===== src/rtl/tlu_pkg.sv =====
// tlu_pkg: shared FSM encoding, TLU_MODE codes and FIFO word header
// bit positions for the TLU trigger controller.
package tlu_pkg;

  typedef enum logic [2:0] {
    S_IDLE,
    S_WAIT_LOW,
    S_CLOCK_OUT,
    S_STORE,
    S_WAIT_READY
  } state_t;

  localparam logic [1:0] MODE_NONE  = 2'd0;
  localparam logic [1:0] MODE_BUSY  = 2'd1;
  localparam logic [1:0] MODE_DATA  = 2'd2;
  localparam logic [1:0] MODE_COUNT = 2'd3;

  localparam int HDR_VALID       = 31;
  localparam int HDR_ACCEPT_ERR  = 30;
  localparam int HDR_TIMEOUT_ERR = 29;

  // Modes in which the TLU expects TLU_BUSY to be driven.
  function automatic logic is_handshake(input logic [1:0] mode);
    return (mode == MODE_BUSY) || (mode == MODE_DATA);
  endfunction

endpackage


===== src/rtl/tlu_word_fifo.sv =====
// tlu_word_fifo: first-word-fall-through FIFO, power-of-2 depth.
// Ports: clk/rst_n, wr/din push, rd pop, dout head, full/empty/fill.
module tlu_word_fifo #(
  parameter int DEPTH = 16,
  parameter int WIDTH = 32
) (
  input  logic                     clk,
  input  logic                     rst_n,
  input  logic                     wr,
  input  logic [WIDTH-1:0]         din,
  input  logic                     rd,
  output logic [WIDTH-1:0]         dout,
  output logic                     full,
  output logic                     empty,
  output logic [$clog2(DEPTH):0]   fill
);

  localparam int AW = $clog2(DEPTH);
  localparam int FW = AW + 1;
  localparam logic [FW-1:0] DEPTH_F = FW'(DEPTH);

  logic [WIDTH-1:0] mem [DEPTH];
  logic [AW:0]      wptr;
  logic [AW:0]      rptr;
  logic             do_rd;
  logic             do_wr;

  assign fill  = wptr - rptr;
  assign full  = (fill == DEPTH_F);
  assign empty = (fill == '0);
  assign do_rd = rd & ~empty;
  // A pop in the same cycle frees the slot, so a full FIFO still accepts.
  assign do_wr = wr & (~full | do_rd);
  assign dout  = empty ? '0 : mem[rptr[AW-1:0]];

  always_ff @(posedge clk or negedge rst_n) begin
    if (!rst_n) begin
      wptr <= '0;
      rptr <= '0;
    end else begin
      if (do_wr) wptr <= wptr + 1'b1;
      if (do_rd) rptr <= rptr + 1'b1;
    end
  end

  always_ff @(posedge clk) begin
    if (do_wr) mem[wptr[AW-1:0]] <= din;
  end

endmodule


===== src/rtl/tlu_controller_multi.sv =====
// tlu_controller_multi: accepts TLU triggers, pulses command starts, runs
// busy/clock handshake, reads trigger number and queues one word each.
// Ports: TLU_* handshake lines, CMD_* start fan-out, FIFO_* pop side,
// LOST_COUNT dropped words (saturating).
module tlu_controller_multi #(
  parameter int DIVISOR    = 12,
  parameter int N_CH       = 4,
  parameter int TRIG_WIDTH = 15,
  parameter int FIFO_DEPTH = 16
) (
  input  logic            CLK,
  input  logic            RESET_N,
  input  logic            TLU_TRIGGER,
  input  logic [1:0]      TLU_MODE,
  input  logic [7:0]      TLU_LOW_TIMEOUT,
  input  logic [4:0]      TLU_CLOCK_CYCLES,
  input  logic [3:0]      TLU_DATA_DELAY,
  input  logic            TLU_MSB_FIRST,
  input  logic [N_CH-1:0] CMD_EXT_START_ENABLE,
  input  logic [N_CH-1:0] CMD_READY,
  output logic [N_CH-1:0] CMD_EXT_START_FLAG,
  output logic            TLU_BUSY,
  output logic            TLU_CLOCK,
  output logic            TLU_ASSERT_VETO,
  input  logic            FIFO_READ,
  output logic            FIFO_EMPTY,
  output logic [31:0]     FIFO_DATA,
  output logic [7:0]      LOST_COUNT
);

  import tlu_pkg::*;

  localparam int PW  = $clog2(DIVISOR);
  localparam int AW  = $clog2(FIFO_DEPTH);
  localparam int FW  = AW + 1;
  localparam int PAD = 29 - TRIG_WIDTH;
  localparam logic [PW-1:0] HALF_P   = PW'(DIVISOR / 2);
  localparam logic [PW-1:0] LAST_P   = PW'(DIVISOR - 1);
  localparam logic [5:0]    TW6      = 6'(TRIG_WIDTH);
  localparam logic [FW-1:0] VETO_LVL = FW'(FIFO_DEPTH - 2);

  state_t state;
  state_t state_n;

  logic                  trig_prev;
  logic                  rise;
  logic                  en;
  logic                  rdy;
  logic                  hs;
  logic [N_CH-1:0]       start_q;
  logic [N_CH-1:0]       start_n;
  logic                  busy_q;
  logic                  clk_q;
  logic                  veto_q;
  logic                  accept_err;
  logic                  timeout_err;
  logic                  set_acc;
  logic                  set_to;
  logic [7:0]            low_cnt;
  logic [7:0]            low_n;
  logic [7:0]            lost_q;
  logic [PW-1:0]         phase;
  logic [PW-1:0]         phase_n;
  logic [PW-1:0]         sample_phase;
  logic [5:0]            per_cnt;
  logic [5:0]            per_n;
  logic [5:0]            n_per;
  logic [TRIG_WIDTH-1:0] shift_q;
  logic [TRIG_WIDTH-1:0] counter;
  logic [TRIG_WIDTH-1:0] trig_sel;
  logic [TRIG_WIDTH:0]   shl;
  logic                  smp;
  logic                  push;
  logic                  fifo_full;
  logic [FW-1:0]         fill;
  logic [31:0]           word;

  assign en   = |CMD_EXT_START_ENABLE;
  assign rdy  = &(CMD_READY | ~CMD_EXT_START_ENABLE);
  assign rise = TLU_TRIGGER & ~trig_prev;
  assign hs   = is_handshake(TLU_MODE);

  assign n_per = (TLU_CLOCK_CYCLES == 5'd0) ? 6'd32
                                            : {1'b0, TLU_CLOCK_CYCLES};
  assign sample_phase =
    PW'((DIVISOR / 2 - 1 + int'(TLU_DATA_DELAY)) % DIVISOR);

  assign shl = {shift_q, TLU_TRIGGER};

  always_comb begin
    trig_sel = '0;
    if (TLU_MODE == MODE_DATA)  trig_sel = shift_q;
    if (TLU_MODE == MODE_COUNT) trig_sel = counter;
  end

  assign word = {1'b1, accept_err, timeout_err, {PAD{1'b0}}, trig_sel};

  always_comb begin
    state_n = state;
    phase_n = phase;
    per_n   = per_cnt;
    low_n   = low_cnt;
    start_n = '0;
    set_acc = 1'b0;
    set_to  = 1'b0;
    smp     = 1'b0;
    push    = 1'b0;
    unique case (state)
      S_IDLE: begin
        if (rise) begin
          if (en && rdy) begin
            state_n = S_WAIT_LOW;
            start_n = CMD_EXT_START_ENABLE;
            low_n   = '0;
          end else begin
            set_acc = 1'b1;
          end
        end
      end
      S_WAIT_LOW: begin
        if (!hs) begin
          state_n = S_STORE;
        end else if (!TLU_TRIGGER ||
                     (TLU_LOW_TIMEOUT != 8'd0 &&
                      low_cnt >= TLU_LOW_TIMEOUT)) begin
          set_to  = TLU_TRIGGER;
          state_n = (TLU_MODE == MODE_DATA) ? S_CLOCK_OUT : S_STORE;
          phase_n = '0;
          per_n   = '0;
        end else if (low_cnt != 8'hFF) begin
          low_n = low_cnt + 8'd1;
        end
      end
      S_CLOCK_OUT: begin
        smp = (phase == sample_phase);
        if (phase == LAST_P) begin
          phase_n = '0;
          if (per_cnt == n_per - 6'd1) state_n = S_STORE;
          else                         per_n   = per_cnt + 6'd1;
        end else begin
          phase_n = phase + 1'b1;
        end
      end
      S_STORE: begin
        push    = 1'b1;
        state_n = S_WAIT_READY;
      end
      S_WAIT_READY: begin
        if (rdy) state_n = S_IDLE;
      end
      default: state_n = S_IDLE;
    endcase
  end

  always_ff @(posedge CLK or negedge RESET_N) begin
    if (!RESET_N) begin
      state       <= S_IDLE;
      trig_prev   <= 1'b0;
      start_q     <= '0;
      busy_q      <= 1'b0;
      clk_q       <= 1'b0;
      veto_q      <= 1'b1;
      accept_err  <= 1'b0;
      timeout_err <= 1'b0;
      low_cnt     <= '0;
      phase       <= '0;
      per_cnt     <= '0;
      shift_q     <= '0;
      counter     <= '0;
      lost_q      <= '0;
    end else begin
      state     <= state_n;
      trig_prev <= TLU_TRIGGER;
      start_q   <= start_n;
      busy_q    <= hs && (state_n != S_IDLE);
      clk_q     <= (state_n == S_CLOCK_OUT) && (phase_n < HALF_P);
      veto_q    <= !en || (fill >= VETO_LVL);
      low_cnt   <= low_n;
      phase     <= phase_n;
      per_cnt   <= per_n;
      if (push) begin
        accept_err  <= 1'b0;
        timeout_err <= 1'b0;
      end else begin
        if (set_acc) accept_err  <= 1'b1;
        if (set_to)  timeout_err <= 1'b1;
      end
      if (state == S_WAIT_LOW && state_n == S_CLOCK_OUT) begin
        shift_q <= '0;
      end else if (smp) begin
        if (TLU_MSB_FIRST)
          shift_q <= shl[TRIG_WIDTH-1:0];
        else if (per_cnt < TW6)
          shift_q <= shift_q |
                     (TRIG_WIDTH'(TLU_TRIGGER) << per_cnt);
      end
      if (push && TLU_MODE == MODE_COUNT) counter <= counter + 1'b1;
      if (push && fifo_full && !FIFO_READ && lost_q != 8'hFF)
        lost_q <= lost_q + 8'd1;
    end
  end

  tlu_word_fifo #(
    .DEPTH (FIFO_DEPTH),
    .WIDTH (32)
  ) u_fifo (
    .clk   (CLK),
    .rst_n (RESET_N),
    .wr    (push),
    .din   (word),
    .rd    (FIFO_READ),
    .dout  (FIFO_DATA),
    .full  (fifo_full),
    .empty (FIFO_EMPTY),
    .fill  (fill)
  );

  assign CMD_EXT_START_FLAG = start_q;
  assign TLU_BUSY           = busy_q;
  assign TLU_CLOCK          = clk_q;
  assign TLU_ASSERT_VETO    = veto_q;
  assign LOST_COUNT         = lost_q;

endmodule

===== config.mk =====
export PLATFORM = sky130hd
export DESIGN_NAME = tlu_controller_multi
export DESIGN_NICKNAME = d
export VERILOG_FILES = /design/src/rtl/tlu_pkg.sv /design/src/rtl/tlu_word_fifo.sv /design/src/rtl/tlu_controller_multi.sv
export SDC_FILE = /design/constraint.sdc
export NUM_CORES = 1
export LEC_CHECK = 0
export ABC_AREA = 1
export BUFFER_PORTS_ARGS = -buffer_cell sky130_fd_sc_hd__buf_2
export CAP_MARGIN = 10
export CELL_PAD_IN_SITES_DETAIL_PLACEMENT = 1
export CELL_PAD_IN_SITES_GLOBAL_PLACEMENT = 2
export CORE_ASPECT_RATIO = 1.4
export CORE_MARGIN = 1.5
export CORE_UTILIZATION = 37
export DETAILED_ROUTE_END_ITERATION = 12
export GPL_TIMING_DRIVEN = 0
export PLACE_DENSITY = 0.82
export SETUP_SLACK_MARGIN = 0.2
export SYNTH_ARGS = -nofsm -noshare
export SYNTH_HDL_FRONTEND = slang
export SYNTH_SLANG_ARGS = --single-unit

===== constraint.sdc =====
create_clock -name CLK -period 3.5 [get_ports CLK]
set_input_delay 0 -clock CLK [delete_from_list [all_inputs] [get_ports CLK]]
set_output_delay 0 -clock CLK [all_outputs]
set_load 0.03 [all_outputs]

==> qor.txt <==
Status: completed
Largest net degree at the start of global routing: 42
Setup-violating endpoint count in the final report: 0
Setup Slack @ Placement: -947 ps
Sequential cell area in the final layout: 10100 sq um
Core Rows: 90
Core Region: 42900 sq um
Cells on worst reg2reg path: 12
Launching element type of the critical path: flop
Final worst-path setup slack: 264 ps
Final weighted congestion of routability-driven global placement: 0.819
Most used flip-flop cell after synthesis: sky130_fd_sc_hd__edfxtp_1
Post-route DRC: 0
Clock transition time at the flip-flop clock pins of the worst setup and hold paths: 60 ps
Startpoint of the worst setup timing path: u_fifo.rptr[0]$_DFFE_PN0P_
Post-detailed-routing wire length: 48.3 mm
Achievable clock frequency: 0.309 GHz
Post-layout instance area: 19400 sq um
Cell leakage power: 7.68 nW
Avg Synthesized Cell Area: 10.9 sq um
Number of distinct library cells after synthesis: 52
Share of the clock period used by the worst path: 0.924
Most frequent cell after synthesis: sky130_fd_sc_hd__nand2_1
Number of max-cap violations: 0
Area used by multi-input combinational logic: 5370 sq um
Worst R2R End: u_fifo.mem[4][10]$_DFFE_PP_
Inserted Clock Buffers: 37
Yosys warning count: 0
Synthesized flop and latch total: 351
Deepest level of the CTS H-tree: 2
Clock tree from TritonCTS: yes
Vias in the first global route: 12.9k
Overall die height: 249 microns
Sequential element share of the synthesized area: 0.633
Proportion of layout cells with a drive suffix above 1: 0.178
Cells along the critical path: clkbuf_1 > buf_1 > a21oi_1 > a22oi_1 > o21ai_0 > a311oi_4 > buf_4
Total via count after detailed routing: 12.0k
TritonRoute pass-1 iters: 5
Data arrival at the endpoint of the critical path: 3240 ps
Worst slack on hold paths: 5.65 ps
Number of antenna diodes: 0
Count of final hold-check violations: 0
Async set-or-reset flop fraction in the synthesized netlist: 0.225
Critical-path top delay cell: sky130_fd_sc_hd__dfrtp_1
Clk_lat worst skew: 540 ps
Count of fill cells added during filler insertion: 4616
Number of flops mapped to enable cells by yosys: 272
Number of antenna violations at the first check in global routing: 0
Total count of max-transition violations in the final report: 0
Clock buffer depth: 3
Power per Cell Area: 816 nW/um^2
Clock skew after layout: 14.4 ps
Critical path endpoint category: output port
Synth-to-Final Area Change: 21.1%
Placed cell area: 17500 sq um
Detailed placement HPWL: 33.8 mm
Dominant delay contributor by cell family on the critical path: buffers and inverters
First-pass GRT wire length: 74.3 mm
WP depth: 7
Number of I/O pins: 80
Class of the most critical setup path: flop to output port
Clock sink count: 351
Reg-to-reg startpoint: u_fifo.rptr[3]$_DFFE_PN0P_
Post-synth top cells: sky130_fd_sc_hd__nand2_1 (322), sky130_fd_sc_hd__edfxtp_1 (272), sky130_fd_sc_hd__a21oi_1 (140)
Setup TNS after final layout: 0 ps
Worst endpoint required time: 3500 ps
Gate count of the mapped netlist: 1466
Input/output buffers: 65
Max VDD drop: 0.000451 V
Type of the worst min-delay path: input port to async pin
Largest incremental delay on the critical path: 580 ps
Die Footprint: 44600 sq um
GRT Residual Overflow: 0
Critical Path End: FIFO_DATA[5]
Global-route total usage across every layer: 0.220
Clk Tree Root Cell: sky130_fd_sc_hd__clkbuf_16
Routed wire per std cell: 21.7 microns
Chip Width: 179 microns
Critical path buffers and inverters: 3
Relative slew margins: 0.437
Fraction of post-synthesis cell area in the top cell type by area: 0.510
Unrepaired setup endpoints after global routing: yes
Tot Pwr: 15.8 mW
Clock period minus worst slack: 3240 ps
Vias per inst: 5.39
Most area-consuming cells after synthesis: sky130_fd_sc_hd__edfxtp_1 (51%), sky130_fd_sc_hd__dfrtp_1 (12%), sky130_fd_sc_hd__nand2_1 (7.5%)
Setup slack of the worst register-to-register path: 360 ps
Least-Margin Pin Slew: 841 ps
Cell area after synthesis: 16000 sq um
Starting Density: 0.374
Largest driver fanout on the critical path: 10
Post-layout nets: 1708
Iteration-0 DRC Markers: 755
Area leader, netlist: sky130_fd_sc_hd__edfxtp_1
Remaining antenna violation count: 0
[where the power goes]
group          total, mW  internal [mW]  switching [mW]
logic               6.78           2.19            4.58
clock network       3.79           2.15            1.64
registers           5.29           4.94           0.343
total               15.8           9.29            6.56
[layout by cell type (no fill, tap or decap), types with 18 or more instances in the layout]
| cell type | instances |
|---|---|
| sky130_fd_sc_hd__inv_1 | 116 |
| sky130_fd_sc_hd__o21ai_1 | 21 |
| sky130_fd_sc_hd__a32o_1 | 22 |
| sky130_fd_sc_hd__clkbuf_16 | 42 |
| sky130_fd_sc_hd__edfxtp_1 | 272 |
| sky130_fd_sc_hd__nand2_1 | 318 |
| sky130_fd_sc_hd__xor2_1 | 37 |
| sky130_fd_sc_hd__dfrtp_1 | 77 |
| sky130_fd_sc_hd__a21oi_1 | 139 |
| sky130_fd_sc_hd__clkbuf_1 | 41 |
| sky130_fd_sc_hd__o21ai_0 | 31 |
| sky130_fd_sc_hd__nor2_1 | 59 |
| sky130_fd_sc_hd__nand4_1 | 18 |
| sky130_fd_sc_hd__a22oi_1 | 43 |
| sky130_fd_sc_hd__ha_1 | 29 |
| sky130_fd_sc_hd__nand3_1 | 41 |
| sky130_fd_sc_hd__buf_4 | 57 |
| sky130_fd_sc_hd__buf_2 | 60 |
[what timing repair did]
item,CTS,global route
hold endpoints to repair,91,0
endpoints found under the setup margin,309,282
gates cloned,1,0
hold buffers,10,0
buffers inserted,20,0
pin swaps,18,2
resized for setup,79,14
[cell families (layout without fill, tap and decap cells)]
kind of cell	after synthesis	in the layout	share of synthesized area
adder cells (fa/ha/maj)	31	31	0.0247
flip-flops	351	351	0.633
other	1	14	0.000234
buffers and inverters	207	399	0.0536
AO/OA/AOI/OAI	313	313	0.120
AND/OR/NAND/NOR	514	514	0.141
XOR/XNOR	49	49	0.0268
[metrics by stage]
| step | instances | util |
|---|---|---|
| 2_1_floorplan | 1479 | - |
| 3_3_place_gp | 2096 | 0.398 |
| 3_5_place_dp | 2120 | 0.409 |
| 4_1_cts | 2216 | 0.451 |
| 5_1_grt | 2223 | 0.452 |
| 6_report | 2223 | 0.452 |
[layer usage]
layer | part of all wire | wire length, microns | GRT usage | vias up
met5 | 0 | 0 | 0 | -
met4 | 0.035 | 1680 | 0.0850 | 0
met3 | 0.038 | 1820 | 0.0237 | 107
met2 | 0.55 | 26700 | 0.416 | 315
met1 | 0.37 | 18000 | 0.246 | 6070
li1 | - | - | - | 5486
[worst min path at each step]
stage / startpoint / to / slack [ps] / cells after the start
floorplan: RESET_N / CMD_EXT_START_FLAG[0]$_DFF_PN0_ / -300 / 0
global placement: CMD_EXT_START_ENABLE[1] / CMD_EXT_START_FLAG[1]$_DFF_PN0_ / 250 / 3
detailed placement: RESET_N / low_cnt[4]$_DFFE_PN0P_ / 50 / 1
CTS: RESET_N / low_cnt[4]$_DFFE_PN0P_ / 20 / 2
global route: RESET_N / low_cnt[4]$_DFFE_PN0P_ / 60 / 2
finish: RESET_N / low_cnt[4]$_DFFE_PN0P_ / 6 / 2
[layout make-up]
cell class | instances | area share
clock inverter | 12 | 0.00329
multi-input combinational | 921 | 0.277
tap | 552 | 0.0356
clock buffer | 53 | 0.0556
timing repair buffer | 127 | 0.0567
inverter | 129 | 0.0254
buffer | 78 | 0.0240
sequential | 351 | 0.523
[registers in the layout, summed over array words and instances (netlist names), 3 cells and up]
register,cells
counter,15
shift_q,15
CMD_EXT_START_FLAG,4
state,3
low_cnt,8
u_fifo.wptr,5
per_cnt,6
u_fifo.mem,272
LOST_COUNT,8
u_fifo.rptr,5
phase,4
Power figures use the tool's default switching activity.
